--- src/rtl/servisia_mem_bridge.sv ---
// Bridges 32-bit Wishbone-classic accesses onto an 8-bit byte-wide memory port.
// Reads always fetch all four bytes; writes visit only the enabled byte lanes.
module servisia_mem_bridge #(
    parameter int unsigned MEM_AW = 21
) (
    input  logic              clk_i,
    input  logic              rst_i,
    input  logic              wb_cyc_i,
    input  logic              wb_stb_i,
    input  logic              wb_we_i,
    input  logic [31:0]       wb_adr_i,
    input  logic [3:0]        wb_sel_i,
    input  logic [31:0]       wb_dat_i,
    output logic [31:0]       wb_dat_o,
    output logic              wb_ack_o,
    output logic              mem_read_o,
    output logic              mem_write_o,
    output logic [MEM_AW-1:0] mem_addr_o,
    output logic [7:0]        mem_wdata_o,
    input  logic [7:0]        mem_rdata_i
);

    typedef enum logic [2:0] {StIdle, StRd, StRdDrain, StWr, StAck} state_e;

    state_e            state_q;
    logic [MEM_AW-3:0] word_adr_q;
    logic [3:0]        sel_q;
    logic [31:0]       dat_q;
    logic [1:0]        k_q;
    logic [23:0]       rd_buf_q;

    logic       first_vld, next_vld;
    logic [1:0] first_idx, next_idx;
    logic       unused_adr;

    assign unused_adr = ^{wb_adr_i[31:MEM_AW], wb_adr_i[1:0]};

    // Returns {found, index} of the lowest set bit.
    function automatic logic [2:0] lowest_set(input logic [3:0] m);
        logic [2:0] r;
        r = 3'b000;
        for (int i = 3; i >= 0; i--) begin
            if (m[i]) r = {1'b1, i[1:0]};
        end
        return r;
    endfunction

    always_comb begin
        {first_vld, first_idx} = lowest_set(wb_sel_i);
        {next_vld, next_idx}   = lowest_set(sel_q & (4'b1110 << k_q));
    end

    always_ff @(posedge clk_i) begin
        if (rst_i) begin
            state_q     <= StIdle;
            word_adr_q  <= '0;
            sel_q       <= '0;
            dat_q       <= '0;
            k_q         <= '0;
            rd_buf_q    <= '0;
            wb_ack_o    <= 1'b0;
            wb_dat_o    <= '0;
            mem_read_o  <= 1'b0;
            mem_write_o <= 1'b0;
            mem_addr_o  <= '0;
            mem_wdata_o <= '0;
        end else begin
            case (state_q)
                StIdle: begin
                    if (wb_cyc_i && wb_stb_i) begin
                        word_adr_q <= wb_adr_i[MEM_AW-1:2];
                        sel_q      <= wb_sel_i;
                        dat_q      <= wb_dat_i;
                        if (!wb_we_i) begin
                            state_q    <= StRd;
                            k_q        <= 2'd0;
                            mem_read_o <= 1'b1;
                            mem_addr_o <= {wb_adr_i[MEM_AW-1:2], 2'd0};
                        end else if (first_vld) begin
                            state_q     <= StWr;
                            k_q         <= first_idx;
                            mem_write_o <= 1'b1;
                            mem_addr_o  <= {wb_adr_i[MEM_AW-1:2], first_idx};
                            mem_wdata_o <= wb_dat_i[{first_idx, 3'b000} +: 8];
                        end else begin
                            // Empty byte-enable write: acknowledge without touching memory.
                            state_q  <= StAck;
                            wb_ack_o <= 1'b1;
                            wb_dat_o <= '0;
                        end
                    end
                end
                StRd: begin
                    if (!wb_cyc_i) begin
                        state_q    <= StIdle;
                        mem_read_o <= 1'b0;
                    end else begin
                        // Data for the previous address arrives one cycle late.
                        case (k_q)
                            2'd1:    rd_buf_q[7:0]   <= mem_rdata_i;
                            2'd2:    rd_buf_q[15:8]  <= mem_rdata_i;
                            2'd3:    rd_buf_q[23:16] <= mem_rdata_i;
                            default: ;
                        endcase
                        if (k_q == 2'd3) begin
                            state_q    <= StRdDrain;
                            mem_read_o <= 1'b0;
                        end else begin
                            k_q        <= k_q + 2'd1;
                            mem_addr_o <= {word_adr_q, k_q + 2'd1};
                        end
                    end
                end
                StRdDrain: begin
                    if (!wb_cyc_i) begin
                        state_q <= StIdle;
                    end else begin
                        state_q  <= StAck;
                        wb_ack_o <= 1'b1;
                        wb_dat_o <= {mem_rdata_i, rd_buf_q};
                    end
                end
                StWr: begin
                    if (!wb_cyc_i) begin
                        state_q     <= StIdle;
                        mem_write_o <= 1'b0;
                        mem_wdata_o <= '0;
                    end else if (next_vld) begin
                        k_q         <= next_idx;
                        mem_addr_o  <= {word_adr_q, next_idx};
                        mem_wdata_o <= dat_q[{next_idx, 3'b000} +: 8];
                    end else begin
                        state_q     <= StAck;
                        mem_write_o <= 1'b0;
                        mem_wdata_o <= '0;
                        wb_ack_o    <= 1'b1;
                        wb_dat_o    <= '0;
                    end
                end
                StAck: begin
                    state_q  <= StIdle;
                    wb_ack_o <= 1'b0;
                    wb_dat_o <= '0;
                end
                default: begin
                    state_q     <= StIdle;
                    wb_ack_o    <= 1'b0;
                    wb_dat_o    <= '0;
                    mem_read_o  <= 1'b0;
                    mem_write_o <= 1'b0;
                    mem_wdata_o <= '0;
                end
            endcase
        end
    end

endmodule
--- config.mk ---
export PLATFORM = sky130hd
export DESIGN_NAME = servisia_mem_bridge
export DESIGN_NICKNAME = d
export VERILOG_FILES = /design/src/rtl/servisia_mem_bridge.sv
export SDC_FILE = /design/constraint.sdc
export NUM_CORES = 1
export LEC_CHECK = 0
export ABC_AREA = 1
export CORE_UTILIZATION = 40
export CTS_BUF_LIST = sky130_fd_sc_hd__clkbuf_4
export DETAILED_ROUTE_END_ITERATION = 8
export DONT_BUFFER_PORTS = 1
export MAX_ROUTING_LAYER = met4
export SYNTH_ARGS = -nofsm -noshare
export SYNTH_HDL_FRONTEND = slang
export SYNTH_SLANG_ARGS = --single-unit
export TNS_END_PERCENT = 50
--- constraint.sdc ---
create_clock -name clk_i -period 4.6 [get_ports clk_i]
set_input_delay 0.92 -clock clk_i [delete_from_list [all_inputs] [get_ports clk_i]]
set_output_delay 0.92 -clock clk_i [all_outputs]
set_load 0.05 [all_outputs]
==> summary.txt <==
Crit. End Element: register
Syn Area/Cell: 7.387 um2
CTS tree: done
Largest net degree at the start of global routing: 73
Max Freq: 308.2 MHz
Core Area: 0.01594 mm2
Port Buf Inserts: 0
Post-Syn Area: 0.006560 mm2
Drt pass-1 iters: 4
Post-cts repair resize count: 0
Total CTS buffers: 17
Synthesized flop and latch total: 145
Filler cells: 1,709
CTS root buffer: clkbuf_4
Max cap viols: 0
Initial core utilization: 41.15%
Slew headroom: 25.49%
Syn_nets: 973
Worst Path Required: 5.09 ns
Clock Latency Late Sink: 0.55 ns
Synth warnings: 0
Antenna violations before repair: 1
Vias in the first global route: 5,091
Netlist cell types: 30
DR DRC count: 0
Final period utilization: 70.54%
CTS sink count: 145
Measured slew at the worst slew-check pin: 1.115 ns
Yosys top cell by area: dfxtp_1
Chip width: 130.1 um
# setup viols final: 0
Synth-to-Final Area Change: 4.864%
Layout Nets: 937
Routed WL per cell: 15.70 um
Critical path type: reg -> reg
Power Density: 480.9 mW/mm2
Die area: 0.01692 mm2
Top cells by area, synth: dfxtp_1 (44%), a21oi_1 (9.3%), nand2_1 (8.1%)
Unrepaired setup endpoints after global routing: no
Top-area cell type share of the netlist area: 44.25%
Total Power: 3.308 mW
Post-DR vias/cell: 5.159
Post-synthesis sequential area ratio: 44.25%
Skew final: 0.01535 ns
Run status: complete, no violations
CTS clk-pin slew, worst paths: 0.12 ns
DIE HEIGHT: 130.1 um
H-tree depth: 4
Post-CTS Setup Bufs: 0
First-pass GRT wire length: 26,920 um
Post-synthesis cell count: 888
Maximum VDD drop: 0.0002002 V
GRT overflow: 0
Setup TNS: 0 ns
Critical-path maximum fanout: 34
Leakage: 2.513 nW
Post-DP HPWL: 11,280 um
Post-route ant nets: 0
Final hold vios: 0
# IOs: 145
Routability Congestion: 0.8341
Vias: 5,577
Bufs on Longest Clock Path: 2
Gr usage total: 21.37%
Final wirelength: 16,970 um
Hold crit path type: in -> reg
FP Rows: 46
Share of cells above drive strength 1: 11.11%
Worst EP arrival: 3.73 ns
First DRT Iteration DRCs: 438
Hold Buf Count CTS: 0
Tmin final: 3.245 ns
Startpoint types: register
Slew Viols, Final: 0
[path summary, 6_finish.rpt]
path                              startpoint                        end  slack, ns  depth (start not counted)
setup reg to reg  mem_addr_o[1]$_SDFFE_PP0P_  wb_dat_o[11]$_SDFFE_PP0P_       1.35                          9
hold / removal                         rst_i   wb_dat_o[8]$_SDFFE_PP0P_       0.42                          1
setup / recovery  mem_addr_o[1]$_SDFFE_PP0P_  wb_dat_o[11]$_SDFFE_PP0P_       1.35                          9
hold reg to reg       dat_q[12]$_SDFFE_PP0P_     dat_q[12]$_SDFFE_PP0P_       0.45                          2
[worst max-delay path, stage by stage (launching register included)]
cell	delay, ns
dfxtp_1	0.78
ha_1	0.57
inv_2	0.10
nand2_1	0.13
nand3_2	0.24
nand2_2	0.20
nand2_4	0.24
nor2_8	0.61
nand3_1	0.16
a21oi_1	0.15
[cell type report]
class	instances	area, um2	area share [%]
Timing Repair Buffer	6	45.04	0.6548
Clock inverter	14	166.4	2.419
Antenna cell	1	2.502	0.03638
Clock buffer	17	127.6	1.855
Multi-Input combinational cell	611	3095	45.00
Sequential cell	145	2903	42.20
Inverter	71	269.0	3.911
Tap cell	216	270.3	3.929
[logic make-up after synthesis]
group	count (synthesis)	synth area share, %
simple gates	340	25.41
compound gates	267	20.90
flops	145	44.25
buf+inv	132	8.678
fa+ha+maj	4	0.7630
[sequential cells by signal (all words and copies together) (netlist names), 3 cells and up]
name and count:
wb_dat_o 32, word_adr_q 19, mem_addr_o 21, rd_buf_q 24, mem_wdata_o 8, dat_q 32, sel_q 3, state_q 3
[cells in the final DEF, fill, tap and decap left out, drive strengths merged]
cell type,n
o21ai,140
nand2,147
clkbuf,17
nor2,62
dfxtp,145
a21boi,1
bufinv,3
inv,71
a211oi,1
buf,6
diode,1
ha,4
nand3,128
nor3,3
o221ai,1
clkinv,8
clkinvlp,3
a21oi,124
[metrics by stage]
stage               worst slack, ns  std cells  hold WS, ns  utilization [%]  cell area, um2
floorplan                     2.443        888       0.4245                -            6560
global placement              1.365       1049       0.4331            41.29            6583
detailed placement            1.340       1049       0.4393            41.29            6583
CTS                           1.318       1080       0.3780            43.13            6877
global route                  1.109       1081       0.3666            43.15            6879
finish                        1.355       1081       0.4194            43.15            6879
[metal layers]
metal,global-route usage [%],up-vias,part of all wire (%)
met5,-,-,0
met4,7.524,0,1.8
met3,6.765,23,7.6
met2,32.35,143,45
met1,26.66,2505,45
li1,-,2906,-
[synth_stat cells]
| master | number |
|---|---|
| nand2_1 | 141 |
| clkbuf_2 | 2 |
| buf_2 | 16 |
| nor2_2 | 3 |
| nor2_1 | 55 |
| nor3_1 | 1 |
| a211oi_1 | 1 |
| a21oi_1 | 122 |
| nand3_2 | 30 |
| dfxtp_1 | 145 |
| o21ai_1 | 47 |
| nand2_4 | 1 |
| o21ai_0 | 91 |
| nor2_8 | 1 |
| buf_4 | 7 |
| nand3_1 | 98 |
| a21boi_2 | 1 |
| o21ai_2 | 1 |
| ha_1 | 4 |
| inv_4 | 1 |
| a21oi_2 | 2 |
| o21ai_4 | 1 |
| nor2_4 | 3 |
| o221ai_1 | 1 |
| inv_2 | 8 |
| buf_6 | 3 |
| nor3_2 | 2 |
| inv_1 | 62 |
| nand2_2 | 5 |
| clkbuf_1 | 33 |
[power by group]
group / leakage, nW / switching, mW / internal [mW]
sequential: 1.18 / 0.331 / 1.39
combinational: 1.18 / 0.539 / 0.210
clock: 0.151 / 0.466 / 0.372
total: 2.51 / 1.34 / 1.97
Note: power is estimated with default switching activity, not from simulation.
==> variant, RTL diff (same settings) <==
Make the reset (`rst_i`) asynchronous in one clocked block.
--- a/src/rtl/servisia_mem_bridge.sv
+++ b/src/rtl/servisia_mem_bridge.sv
@@ -50,7 +50,7 @@
         {next_vld, next_idx}   = lowest_set(sel_q & (4'b1110 << k_q));
     end
 
-    always_ff @(posedge clk_i) begin
+    always_ff @(posedge clk_i or posedge rst_i) begin
         if (rst_i) begin
             state_q     <= StIdle;
             word_adr_q  <= '0;
Function: differs if rst_i is asserted again (counterexample within 4 cycles, from zero or initial values and one cycle with rst_i high); with rst_i held inactive, the same outputs for 4 cycles.
==> variant against the original RTL <==
- critical path depth up 2
- via count is 3.2% lower
- wire length is 0.15% lower
- maximum frequency grew 12%
- worst setup slack gained 360 ps
- sequential cell count is the same
- synthesized area increased by 5.2%
- cell area grew 7.1%
- critical endpoint is now mem_wdata_o[2]
- largest cell class is now flip-flops and latches
Power is not compared: it rests on default switching activity, and its combinational part moved more than twofold at a synthesized area within 25%.
==> variant: results (changes against the original RTL) <==
Detailed routing
  • Vias: 5399 (was 5577)
  • Vias per cell: 4.91 (was 5.16)
  • WL/cell: 15.4 microns (was 15.7 microns)

Worst setup path
  • Crit-path max FO: 26 (was 34)
  • FF-to-FF path depth: 11 (was 9)
  • CP top delay family: compound AO/OA/AOI/OAI gates (was simple AND/OR/NAND/NOR gates)
  • Critical R2R Capture: mem_wdata_o[2] (was wb_dat_o[11])

Global route
  • First-pass GRT wire length: 27500 microns (was 26900 microns)
  • Vias in the first global route: 5210 (was 5091)
  • Largest net degree at the start of global routing: 146 (was 73)
  • GRT Overall Usage: 20.7% (was 21.4%)

Synth
  • Top cells by count, synth: 253 x nand2_1, 145 x dfrtp_1, 99 x inv_1, 72 x nor2_1, 67 x nand3_1 (was 145 x dfxtp_1, 141 x nand2_1, 122 x a21oi_1, 98 x nand3_1, 91 x o21ai_0)
  • Yosys cell types: 29 (was 30)
  • Area contributors post-synth: dfrtp_1 53%, nand2_1 14%, inv_1 5.4%, nand3_1 4.9%, o21ai_0 4.6% (was dfxtp_1 44%, a21oi_1 9.3%, nand2_1 8.1%, nand3_1 7.5%, o21ai_0 6.9%)
  • Syn Nets: 968 (was 973)
  • Main synth FF type: dfrtp_1 (was dfxtp_1)
  • Avg Synthesized Cell Area: 7.82 sq um (was 7.39 sq um)
  • Post-synthesis sequential area ratio: 52.6% (was 44.2%)

Placement
  • Dpl hpwl: 11300 microns (about the same)
  • GPL Wtd Cong: 0.860 (was 0.834)

STA
  • Max-slew headroom: 32.8% (was 25.5%)
  • Hold WS: 456 ps (was 419 ps)
  • Setup Skew: 16.0 ps (was 15.4 ps)

Status
  • Status: complete, no violations (unchanged)

Final layout
  • Share of cells above drive strength 1: 7.17% (was 11.1%)
## variant: through the flow
step           utilization, %  power (mW)
2_1_floorplan               -        4.12
3_3_place_gp             42.3        4.52
3_5_place_dp             42.3        4.57
4_1_cts                  44.1        5.43
5_1_grt                  44.1        5.82
6_report                 44.1        5.37
## variant: power by group through the flow
stage	Clock, mW	Combinational (mW)	Sequential [mW]
3_3_place_gp	0	1.74	2.79
6_report	0.856	1.75	2.76
5_1_grt	0.943	2.04	2.83
4_1_cts	0.884	1.77	2.77
3_5_place_dp	0	1.77	2.80
2_1_floorplan	0	1.42	2.71
## variant: cells by family (layout without fill, tap and decap cells)
group / count (synthesis) / after routing / synth area share (%)
other: 0 / 1 / 0
AOI/OAI and AO/OA: 142 / 142 / 10.7
muxes: 2 / 2 / 0.308
and+or+nand+nor: 439 / 439 / 27.0
adders and majority gates: 4 / 4 / 0.725
DFF: 145 / 145 / 52.6
buffers and inverters: 151 / 147 / 8.74
## variant: layout make-up
class                           count  area, sq um
Multi-Input combinational cell    587         2680
Tap cell                          220          275
Timing Repair Buffer                9         80.1
Fill cell                        1766         9340
Antenna cell                        1         2.50
Sequential cell                   145         3630
Inverter                          106          402
Clock inverter                     14          166
Clock buffer                       18          135
## variant: routing by layer
metal	vias up	global-route usage, %	share of wire, %
li1	2790	-	-
met1	2450	25.4	45
met2	141	32.2	47
met3	18	7.19	7.0
met4	0	5.74	1.3
met5	-	-	0
## variant: worst max path at each step
stage	end	slack (ps)	cells after the start
after global placement	wb_dat_o[22]	1610	9
after detailed placement	wb_dat_o[7]	1590	9
after CTS	mem_wdata_o[2]	1730	11
after floorplan	dat_q[0]	1860	1
after global routing	mem_wdata_o[2]	1540	11
final	mem_wdata_o[2]	1710	11
